--- config.mk ---
export PLATFORM = sky130hd
export DESIGN_NAME = trans_mem_reader
export DESIGN_NICKNAME = d
export VERILOG_FILES = /design/src/rtl/trans_mem_reader.sv
export SDC_FILE = /design/constraint.sdc
export NUM_CORES = 1
export LEC_CHECK = 0
export ABC_CLOCK_PERIOD_IN_PS = 2120
export CAP_MARGIN = 10
export CORE_MARGIN = 8
export CORE_UTILIZATION = 25
export CTS_CLUSTER_DIAMETER = 150
export DETAILED_ROUTE_END_ITERATION = 6
export GPL_ROUTABILITY_DRIVEN = 0
export HOLD_SLACK_MARGIN = 0.03
export SETUP_SLACK_MARGIN = 0.15
export SYNTH_ARGS = -nofsm -noshare
export SYNTH_HDL_FRONTEND = slang
export SYNTH_SLANG_ARGS = --single-unit
--- constraint.sdc ---
create_clock -name clock -period 2.12 [get_ports clock]
set_input_delay 0.424 -clock clock [delete_from_list [all_inputs] [get_ports clock]]
set_output_delay 0.424 -clock clock [all_outputs]
set_load 0.05 [all_outputs]
--- src/rtl/trans_mem_reader.sv ---
// trans_mem_reader: drains Trans_Mem1 then Trans_Mem2 onto a valid/ready stream, tagging each word
// with its source memory and index. Build macro RD_INTERLEAVE_EN alternates sources while both hold words.
module trans_mem_reader #(
  parameter int DATA_W = 8,
  parameter int ADDR_W = 4
) (
  input  logic              clock,
  input  logic              reset,
  input  logic              start,
  input  logic [ADDR_W:0]   Trans_Mem1_Count,
  input  logic [ADDR_W:0]   Trans_Mem2_Count,
  input  logic [DATA_W-1:0] Trans_Mem1_Data,
  input  logic [DATA_W-1:0] Trans_Mem2_Data,
  output logic              Trans_Mem_RD_CLR,
  output logic              Trans_Mem1_RD_CNT_EN,
  output logic              Trans_Mem2_RD_CNT_EN,
  output logic [DATA_W-1:0] Out_Data,
  output logic              Out_Src,
  output logic [ADDR_W-1:0] Out_Index,
  output logic              Out_Valid,
  input  logic              Out_Ready,
  output logic              busy,
  output logic              done,
  output logic [2:0]        reader_state
);

  typedef enum logic [2:0] {
    S_IDLE    = 3'd0,
    S_CLEAR   = 3'd1,
    S_LOAD    = 3'd2,
    S_PRESENT = 3'd3,
    S_ADVANCE = 3'd4,
    S_DONE    = 3'd5
  } state_t;

  localparam logic [ADDR_W:0]   MAX_CNT = {1'b1, {ADDR_W{1'b0}}};
  localparam logic [ADDR_W:0]   ONE_CNT = {{ADDR_W{1'b0}}, 1'b1};
  localparam logic [ADDR_W-1:0] ONE_IDX = {{(ADDR_W-1){1'b0}}, 1'b1};
  localparam logic [ADDR_W+1:0] ONE_SUM = {{(ADDR_W+1){1'b0}}, 1'b1};

  state_t            state, state_nxt;
  logic              start_q;
  logic [ADDR_W:0]   rem1, rem2;
  logic [ADDR_W-1:0] idx1, idx2;
  logic [ADDR_W:0]   snap1, snap2;
  logic [ADDR_W+1:0] rem_total;
  logic              last_word;
  logic              sel_nxt;

  function automatic logic [ADDR_W:0] sat_cnt(input logic [ADDR_W:0] cnt);
    return (cnt > MAX_CNT) ? MAX_CNT : cnt;
  endfunction

  assign snap1     = sat_cnt(Trans_Mem1_Count);
  assign snap2     = sat_cnt(Trans_Mem2_Count);
  assign rem_total = {1'b0, rem1} + {1'b0, rem2};
  assign last_word = (rem_total == ONE_SUM);

`ifdef RD_INTERLEAVE_EN
  // Toggles after every ADVANCE; only consulted while both memories still hold words.
  logic turn;

  always_ff @(posedge clock) begin
    if (!reset) begin
      turn <= 1'b0;
    end else if (state == S_CLEAR) begin
      turn <= 1'b0;
    end else if (state == S_ADVANCE) begin
      turn <= ~turn;
    end
  end

  assign sel_nxt = (rem1 != '0 && rem2 != '0) ? turn : (rem1 == '0);
`else
  assign sel_nxt = (rem1 == '0);
`endif

  // NOTE: sequential state uses non-blocking (<=) so every register samples pre-edge values.
  always_ff @(posedge clock) begin
    if (!reset) begin
      state <= S_IDLE;
    end else begin
      state <= state_nxt;
    end
  end

  // NOTE: state_nxt gets a default before the case so no path leaves it unassigned (no latch).
  always_comb begin
    state_nxt = state;
    case (state)
      S_IDLE:    if (start_q) state_nxt = S_CLEAR;
      S_CLEAR:   state_nxt = (snap1 == '0 && snap2 == '0) ? S_DONE : S_LOAD;
      S_LOAD:    state_nxt = S_PRESENT;
      S_PRESENT: if (Out_Ready) state_nxt = S_ADVANCE;
      S_ADVANCE: state_nxt = last_word ? S_DONE : S_LOAD;
      S_DONE:    if (start_q) state_nxt = S_CLEAR;
      default:   state_nxt = S_IDLE;
    endcase
  end

  // Outputs decode only from the state register and the registered source tag.
  always_comb begin
    Trans_Mem_RD_CLR     = (state == S_CLEAR);
    Trans_Mem1_RD_CNT_EN = (state == S_ADVANCE) && !Out_Src;
    Trans_Mem2_RD_CNT_EN = (state == S_ADVANCE) &&  Out_Src;
    Out_Valid            = (state == S_PRESENT);
    busy                 = (state == S_CLEAR) || (state == S_LOAD) ||
                           (state == S_PRESENT) || (state == S_ADVANCE);
    done                 = (state == S_DONE);
    reader_state         = state;
  end

  // start is registered, giving a fixed one-cycle latency from the start edge to CLEAR.
  always_ff @(posedge clock) begin
    if (!reset) begin
      start_q   <= 1'b0;
      rem1      <= '0;
      rem2      <= '0;
      idx1      <= '0;
      idx2      <= '0;
      Out_Data  <= '0;
      Out_Src   <= 1'b0;
      Out_Index <= '0;
    end else begin
      start_q <= start && (state == S_IDLE || state == S_DONE);
      case (state)
        S_CLEAR: begin
          rem1 <= snap1;
          rem2 <= snap2;
          idx1 <= '0;
          idx2 <= '0;
        end
        S_LOAD: begin
          Out_Src   <= sel_nxt;
          Out_Data  <= sel_nxt ? Trans_Mem2_Data : Trans_Mem1_Data;
          Out_Index <= sel_nxt ? idx2 : idx1;
        end
        S_ADVANCE: begin
          if (Out_Src) begin
            rem2 <= rem2 - ONE_CNT;
            idx2 <= idx2 + ONE_IDX;
          end else begin
            rem1 <= rem1 - ONE_CNT;
            idx1 <= idx1 + ONE_IDX;
          end
        end
        default: ;
      endcase
    end
  end

endmodule
Word level (Yosys, flattened, before mapping) --
Cells that the tools add are included.
Word-level totals: word-level logic and storage cells 61, register bits after elaboration 35
Cells by class: add/sub/neg operators 5, reductions and logical operators 18, equality and inequality tests 10, muxes and demuxes 17, $lt $le $gt $ge 2
Operators with widths (number):
- $mux W5 | 4
- $pmux W5 S2 | 2
- $pmux W4 S2 | 2
- $logic_not A5 Y1 | 3
- $pmux W3 S5 | 1
- $mux W3 | 4
- $mux W4 | 3
- $gt A5 B5 Y1 const B | 2
- $sub A5 B1 Y5 const B | 2
- $add A4 B1 Y4 const B | 2
- $mux W8 | 1
- $add A5 B5 Y6 | 1
- $eq A3 B2 Y1 const B | 2
- $eq A3 B3 Y1 const B | 2
- $eq A6 B1 Y1 const B | 1
- $reduce_and A2 Y1 | 3
- $logic_and A1 B1 Y1 | 4
- $logic_or A1 B1 Y1 | 4
- $ne A2 B1 Y1 const B | 2
- $ne A2 B2 Y1 const B | 2
- $eq A3 B1 Y1 const B | 1
- $logic_not A3 Y1 | 1
- $reduce_bool A2 Y1 | 1
- $reduce_or A2 Y1 | 1
- $logic_not A1 Y1 | 1

Logic depth before layout (Yosys ltp) --
Gate-level depths: netlist (run 1).
depth after elaboration 6, mapped depth 7

Worst setup path after synthesis (run 1) --
OpenSTA, ideal clock, no wires.
path kind reg-to-output, from register state[2], in the netlist reader_state[2], to output port done, data arrival time 2.227 ns, cell stages (with the launch flop) 3, path buffers 1, setup slack -0.531 ns, cell sequence dfxtp_1 > clkbuf_1 > nor3b_1
On the way: word-level cells in the longest chain between the ends 1
RTL lines:
- start: declaration | line 41 | state_t state, state_nxt;
- start signal: assignment | line 83 | state <= state_nxt;
- $eq A3 B3 Y1 | line 109 | done = (state == S_DONE);
- end: declaration | line 23 | output logic done,
Every way passes these cells.

Final worst setup path (run 1) --
from register state[0], in the netlist reader_state[0], to output port Trans_Mem_RD_CLR
On the way: word-level cells in the longest chain between the ends 1
RTL lines:
- $eq A3 B1 Y1 | line 103 | Trans_Mem_RD_CLR = (state == S_CLEAR);
- end: declaration | line 14 | output logic Trans_Mem_RD_CLR,
Every way passes these cells.

==> results of run 1 <==
## critical path: stages (launching register included)
cell	delay, ns
dfxtp_4	0.42
inv_1	0.12
or3_4	0.42
inv_2	0.09
buf_12	0.13
## final cells by class
| type | count | area share, % |
|---|---|---|
| clock buffer | 5 | 2.298 |
| inverter | 10 | 1.254 |
| tap | 105 | 4.388 |
| multi-input combinational | 185 | 44.67 |
| timing repair buffer | 69 | 22.90 |
| sequential | 35 | 23.65 |
| clock inverter | 3 | 0.8358 |
## cell families (layout without fill, tap and decap cells)
group | count (synthesis) | count (layout) | share of synthesized area, %
buf+inv | 25 | 87 | 5.085
flops | 35 | 35 | 33.90
xor+xnor | 4 | 4 | 1.695
simple gates | 96 | 96 | 25.00
compound gates | 61 | 61 | 21.01
fa+ha+maj | 11 | 11 | 7.022
mux | 13 | 13 | 6.295
## path summary, 6_finish.rpt
check	from	endpoint	slack, ns
setup / recovery	reader_state[0]	Trans_Mem_RD_CLR	0.21
hold / removal	Out_Data[3]	Out_Data[3]	0.50
setup reg to reg	rem1[0]	reader_state[1]	0.25
hold reg to reg	Out_Data[3]	Out_Data[3]	0.50
## sequential cells by signal, summed over array words and instances, names as in the netlist
| register | cells |
|---|---|
| rem1 | 5 |
| Out_Src | 1 |
| start_q | 1 |
| Out_Index | 4 |
| idx2 | 4 |
| rem2 | 5 |
| idx1 | 4 |
| Out_Data | 8 |
| reader_state | 3 |
## power groups by stage
| stage | combinational [W] | clock, W | sequential (W) |
|---|---|---|---|
| finish | 0.00153 | 0.000500 | 0.000895 |
| global route | 0.00167 | 0.000544 | 0.000912 |
| CTS | 0.00154 | 0.000519 | 0.000892 |
| detailed placement | 0.00153 | 0 | 0.000905 |
| global placement | 0.00152 | 0 | 0.000904 |
| floorplan | 0.000780 | 0 | 0.00113 |
## placed cells by master (no fill, tap or decap), types with 11 or more instances in the layout
master | netlist | layout
a21oi_1 | 14 | 14
buf_4 | 1 | 21
clkdlybuf4s50_1 | 0 | 41
dfxtp_1 | 35 | 31
mux2i_1 | 13 | 13
nand2_1 | 28 | 28
nand3_1 | 11 | 11
nor2_1 | 16 | 13
o211a_1 | 12 | 12
## through the flow
step	worst slack (ns)	total power, W	hold WS (ns)	utilization (%)
after floorplan	0.1555	0.001910	0.4705	-
after global placement	-0.05732	0.002423	0.4806	35.26
after detailed placement	-0.07094	0.002440	0.4856	35.26
after CTS	0.1549	0.002947	0.5066	36.41
after global routing	0.1197	0.003124	0.5193	36.81
final	0.2079	0.002929	0.5006	36.81
## what timing repair did
item                       4_1_cts  5_1_grt
resized for setup                4        3
setup endpoints to repair        5        5
pin swaps                        0        1
setup buffers                    0        2
## layer usage
metal  up-vias  wire length, µm  part of all wire (%)
met5         -                0                     0
met4         0               34                  0.58
met3         2              285                   4.9
met2        46             2594                    44
met1       931             2930                    50
li1       1010                -                     -
==> results.txt, run 1 <==
The fraction of layout instances using a drive strength above 1 is 17.26%. The highest achievable clock rate is 0.5230 GHz. In the finished design, the share of the clock period the worst path needs comes to 90.19%. After global routing, the most crowded layer is met2. The leakage power summed over all cells came out at 1.301 nW. The library cell with the highest instance count after synthesis is dfxtp_1. For this design the ratio of total power to cell area is 978.1 nW/µm². The worst setup path is of the register to output port kind. The average vias per placed instance came out at 4.828.

The total instance count after detailed placement is 402. After detailed routing, the number of remaining DRC violations is 0. The post-DP HPWL came out at 4.451 mm. The H-tree depth reported by CTS came out at 2. The normalized max-slew margin came out at 65.57%. Buffers inserted to repair hold after CTS numbered 0. The final number of setup-violating endpoints came out at 0. Setup total negative slack on the finished layout was measured at 0 ns. The floorplan die area is 11,430 µm². The global-route total usage across every layer came out at 10.36%.

The die is 106.9 µm tall. The CTS buffer count came out at 5. The number of synthesized register bits came out at 35. The vias after detailed routing is 1,989. The peak supply drop came out at 0.4390 mV. The post-route cell area is 2994 µm².

The internal power of the cells totals 0.001670 W. The clock-pin slew on the worst setup and hold paths is 0.08 ns. Pin placement for this block handled 52 I/O pins. Global routing used 2.340% of the available met3 tracks.

The pin count of the biggest net entering global routing came out at 26. The synthesized netlist net count is 286. The routed design could run at a clock period as short as 1.912 ns.

The TritonCTS sink count came out at 35. For met2 alone, demand over resource in global routing was 15.50%. The biggest area contributor in the post-synthesis netlist is dfxtp_1. The run finished with clean final reports. A synthesized cell averages 8.437 µm².

The first-pass GRT wire length came out at 9.646 mm. The sum of overflow across all layers after global routing is 0. Measured along the x axis, the die boundary spans 106.9 µm. After synthesis, the cell types taking the most area are dfxtp_1 (34%), mux2i_1 (6.3%), ha_1 (6.1%). The register area share after synthesis is 33.90%. The worst-skew pair later-pin latency is 0.29 ns. The worst setup path is launched from a register. Global routing used 14.32% of the available met1 tracks. The share of synthesized registers carrying an async set or reset came out at 0%. The wire length after detailed routing is 5.843 mm. Combinational logic is responsible for 52.4% of the overall power.

During synthesis, Yosys emitted a total of 0 warnings. The initial utilization of the core area, before any placement, comes to 25.41%. The initial antenna violation count is 0. Across the routed clock network, the largest skew measured is 0.007419 ns. Counting every instance in the synthesized netlist gives 245. The share of the synthesized area in the top cell type came out at 33.90%. The share of power burned in registers is 30.5%. The iteration count of the initial detailed-routing pass came out at 4.

Net switching is 42.99% of the power. The storage element area is 708.2 µm². The power share of the clock group came out at 17.1%. The count of routing violations after the opening detailed-route iteration is 75. In the final design database the tool counted 347 nets. The highest net fanout along the worst path is 13. For this run, the leading register cell type out of synthesis is dfxtp_1.

TritonCTS built the clock tree. The netlist area before placement is 2067 µm². The placeable core region came out at 8134 µm². The layout overhead on the synthesized area came out at 44.85%. Once placement finished, the instance area stood at 2868 µm². By count the netlist is led by dfxtp_1 (35), nand2_1 (28), nor2_1 (16).

The detail route stage leaves a number of antenna-violating nets equal to 0. The final hold violation count is 0. The number of antenna diodes in the final layout is 0. The net switching component of the power came out at 0.001259 W. The number of global-route vias before repair is 1,941. The max-slew violation count came out at 0. The layout has 834 filler cells. The maximum count of clock buffers along a single path came out at 2. Setup repair after global routing could not meet its margin everywhere. Max-cap violations in this run came to 0. In this run the worst hold path is classified as register to register. Leaving out filler cells and counting taps, the final layout contains 412. The worst path arrival time is 1.49 ns. Data on the critical path is required at its endpoint by 1.70 ns. The per-cell routed wire length is 14.18 µm. The number of distinct standard cells referenced by the synthesized netlist came out at 44. The kind of capture point of the worst setup path is an output port. The count of buffers from port buffering is 51.

The placement row count is 33. The library cell used as clock root buffer is clkbuf_8. In the final layout, the multi-input gates occupy 1338 µm².

The instance count along the most critical hold path came out at 1. The worst register-to-register path has a depth of 5. The pin slew with the least headroom to its limit came out at 0.5149 ns. The count of flip-flops with a built-in enable after synthesis came out at 0.
Power figures use the tool's default switching activity.
==> run 2, diff against run 1 <==
--- a/config.mk
+++ b/config.mk
@@ -10,6 +10,7 @@
 export CORE_MARGIN = 8
 export CORE_UTILIZATION = 25
 export CTS_CLUSTER_DIAMETER = 150
+export CTS_CLUSTER_SIZE = 24
 export DETAILED_ROUTE_END_ITERATION = 6
 export GPL_ROUTABILITY_DRIVEN = 0
 export HOLD_SLACK_MARGIN = 0.03
==> results of run 2 <==
The final DEF is identical to that of run 1; final timing and power are the same.
==> run 3, diff against run 2 <==
--- a/config.mk
+++ b/config.mk
@@ -5,7 +5,7 @@
 export SDC_FILE = /design/constraint.sdc
 export NUM_CORES = 1
 export LEC_CHECK = 0
-export ABC_CLOCK_PERIOD_IN_PS = 2120
+export ABC_CLOCK_PERIOD_IN_PS = 1600
 export CAP_MARGIN = 10
 export CORE_MARGIN = 8
 export CORE_UTILIZATION = 25
@@ -14,6 +14,7 @@
 export DETAILED_ROUTE_END_ITERATION = 6
 export GPL_ROUTABILITY_DRIVEN = 0
 export HOLD_SLACK_MARGIN = 0.03
+export REMOVE_ABC_BUFFERS = 1
 export SETUP_SLACK_MARGIN = 0.15
 export SYNTH_ARGS = -nofsm -noshare
 export SYNTH_HDL_FRONTEND = slang
==> constraint.sdc (replaced) <==
create_clock -name clock -period 1.6 [get_ports clock]
set_input_delay 0.32 -clock clock [delete_from_list [all_inputs] [get_ports clock]]
set_output_delay 0.32 -clock clock [all_outputs]
set_load 0.05 [all_outputs]
==> run 3 against run 2 <==
The run now ends with negative setup slack left. Cell count grew 8.3%. Count of clock-buffer cells in the layout grew 1. Die area is the same. Critical path type is now register to register. Sequential share of layout area shrank 3.6 points.
==> results.txt, run 3 (synthesis gave the netlist of run 1 again) <==
Static timing analysis puts the maximum clock frequency at 0.5561 GHz. The number of top-level pins is 52 (unchanged). The final antenna-violating net count came to 0 (unchanged).

The highest net fanout along the worst path is 2 (-11). The path class of the tightest hold or removal check is input port to register. The vias after detailed routing is 2,142 (+7.7%). The number of flip-flops under the largest register name came out at 8 (unchanged). The number of antenna cells inserted is 0 (unchanged). The checks that failed: negative setup slack.

The first-pass GRT wire length is 10.10 mm (+4.7%). The worst path arrival time is 1.99 ns (+0.50 ns). The layout net count is 381 (+9.8%). The final clock skew is 0.003085 ns (-0.004334 ns).

The average vias per placed instance came to 4.803 (-0.52%). The max-slew violation count came out at 0 (unchanged). The clock-pin slew on the worst setup and hold paths came out at 0.08 ns (about the same). The flow ran to the end, but the final reports show violations.

The die width is 106.9 µm (unchanged). Leaving out fill and tap cells, the most frequent cells in the layout are buf_4 (52), dfxtp_1 (30), clkdlybuf4s50_1 (28). The placeable core region came out at 8134 µm² (unchanged). TritonCTS built the clock tree. The peak supply drop is 0.4662 mV (+6.2%). The minimum setup slack after placement is -0.5540 ns (-0.4831 ns). The storage element area came out at 706.9 µm² (-0.18%).

The placement row count came out at 33 (unchanged). STA classifies the critical path endpoint as a register. The delay contributed by the slowest stage of the critical path came out at 0.48 ns (+0.06 ns).

The iteration count of the initial detailed-routing pass came out at 4 (unchanged). The final number of setup-violating endpoints is 23 (+23). The wire length after detailed routing is 6.393 mm (+9.4%).

The pin count of the biggest net entering global routing was 35 (+35%). The starting density of the core came out at 25.41% (unchanged). Setup repair after global routing could not meet its margin everywhere. CTS placed an instance of clkbuf_8 at the clock tree root. The worst setup slack after layout came to -0.1983 ns (-0.4062 ns). The layout overhead on the synthesized area is 70.82%. The DRC violation count after routing came out at 0 (unchanged). The normalized max-slew margin came out at 82.98% (+17 points). The family with the most delay on the worst path is adder cells. The total power divided by cell area is 1354 nW/µm² (+38%).

The final standard cell utilization of the core was 43.41% (+6.6 points). The largest registers in the layout are Out_Data (8), rem1 (5), rem2 (5). The filler cell count in the final layout came to 769 (-7.8%). The post-DP HPWL came out at 4.530 mm (+1.8%).

The post-layout minimum cycle time is 1.798 ns. The count of routing violations after the opening detailed-route iteration came out at 107 (+43%). The CTS buffer count came to 5 (unchanged). The leakage power summed over all cells is 1.583 nW (+22%).

The sum of overflow across all layers after global routing came out at 0 (unchanged). The pin slew with the least headroom to its limit is 0.2547 ns (-0.2602 ns). The global-route total usage across every layer is 10.85% (+0.49 points). The worst-skew pair later-pin latency came to 0.29 ns (about the same). Traced cell by cell, the critical path runs through ha_4, fa_1, nor4_4, a21oi_1, o31a_1. The H-tree depth reported by CTS is 2 (unchanged). The fraction of layout instances using a drive strength above 1 came out at 34.90% (+18 points). The TritonCTS sink count came out at 35 (unchanged).

The floorplan die area was 11,430 µm² (unchanged). The initial antenna violation count is 0 (unchanged). The type of element launching the critical path is a register.

The number of global-route vias before repair came to 2,114 (+8.9%). The number of maximum-capacitance violations is 0 (unchanged). The critical path buffer and inverter count came out at 0 (-3). The final hold violation count is 0 (unchanged). The required time at the worst-slack endpoint is 1.79 ns (+0.09 ns).

The maximum count of clock buffers along a single path is 2 (unchanged). The library cell used most frequently in the layout, excluding fill and tap cells, is buf_4. The count of buffers from port buffering came to 51 (unchanged). The per-cell routed wire length came out at 14.33 µm (+1.1%).

The slowest stage of the critical path belongs to the cell fa_1. The type of the worst setup path is register to register. After layout, the worst path uses 112.4% of the clock period. The register bank with the most flops is Out_Data. The floorplan die height came out at 106.9 µm (unchanged). The post-detailed-placement cell area is 3095 µm² (+7.9%). The post-route cell area was 3531 µm² (+18%).

The multi-input logic area came to 1445 µm² (+8.0%).
## run 3: cell types whose count changed in the layout (fill, tap and decap cells not counted), moves of 3 or more
cell             previous run  this run
buf_4                      21        52
clkdlybuf4s50_1            41        28
buf_12                      5        16
a211oi_1                    5         0
a211oi_2                    0         5
buf_6                       0         5
or4b_4                      0         3
## run 3: per-layer routing
layer,vias up,track usage [%],share of wire (%)
li1,1079,-,-
met3,8,2.400,3.8
met2,43,18.29,50
met5,-,0,0
met4,0,4.623,1.7
met1,1012,12.96,45
## run 3: worst paths after layout
check,depth (start not counted),slack [ns],endpoint,start
setup / recovery,5,-0.20,reader_state[1],rem2[0]
hold / removal,3,0.50,rem1[1],Trans_Mem1_Count[1]
setup reg to reg,5,-0.20,reader_state[1],rem2[0]
hold reg to reg,1,0.50,Out_Data[7],Out_Data[7]
## run 3: final cells by class
type / instances / area share, %
Clock buffer: 6 / 2.339
Clock inverter: 2 / 0.9922
Inverter: 10 / 1.276
Multi-Input combinational cell: 185 / 40.93
Sequential cell: 35 / 20.02
Tap cell: 105 / 3.721
Timing Repair Buffer: 103 / 30.72
## run 3: tightest hold or removal path, cell delays in order
cell            delay [ns]
dlymetal6s2s_1        0.10
nor3b_1               0.18
o311a_1               0.16
## run 3: what timing repair did
| action | CTS | global route |
|---|---|---|
| setup endpoints to repair | 39 | 38 |
| setup buffers | 4 | 7 |
| gates cloned | 0 | 1 |
| pin swaps | 9 | 11 |
| hold buffers | 0 | 0 |
| gates resized for setup | 36 | 18 |
## run 3: report_power, final
group          internal, W  total (W)  switching (W)
Combinational      0.00138    0.00276        0.00138
Clock             0.000504   0.000851       0.000347
Sequential         0.00103    0.00117       0.000136
Total              0.00292    0.00478        0.00186
## run 3: per-stage QoR
stage               hold WS (ns)  total power (W)  TNS, ns  instances
detailed placement        0.4872         0.003525   -2.833        426
global route              0.5345         0.005031   -4.332        446
finish                    0.4986         0.004780   -2.380        446
global placement          0.4824         0.003491   -2.390        426
floorplan                 0.4479         0.002420   -22.66        230
CTS                       0.5057         0.004569   -1.709        438
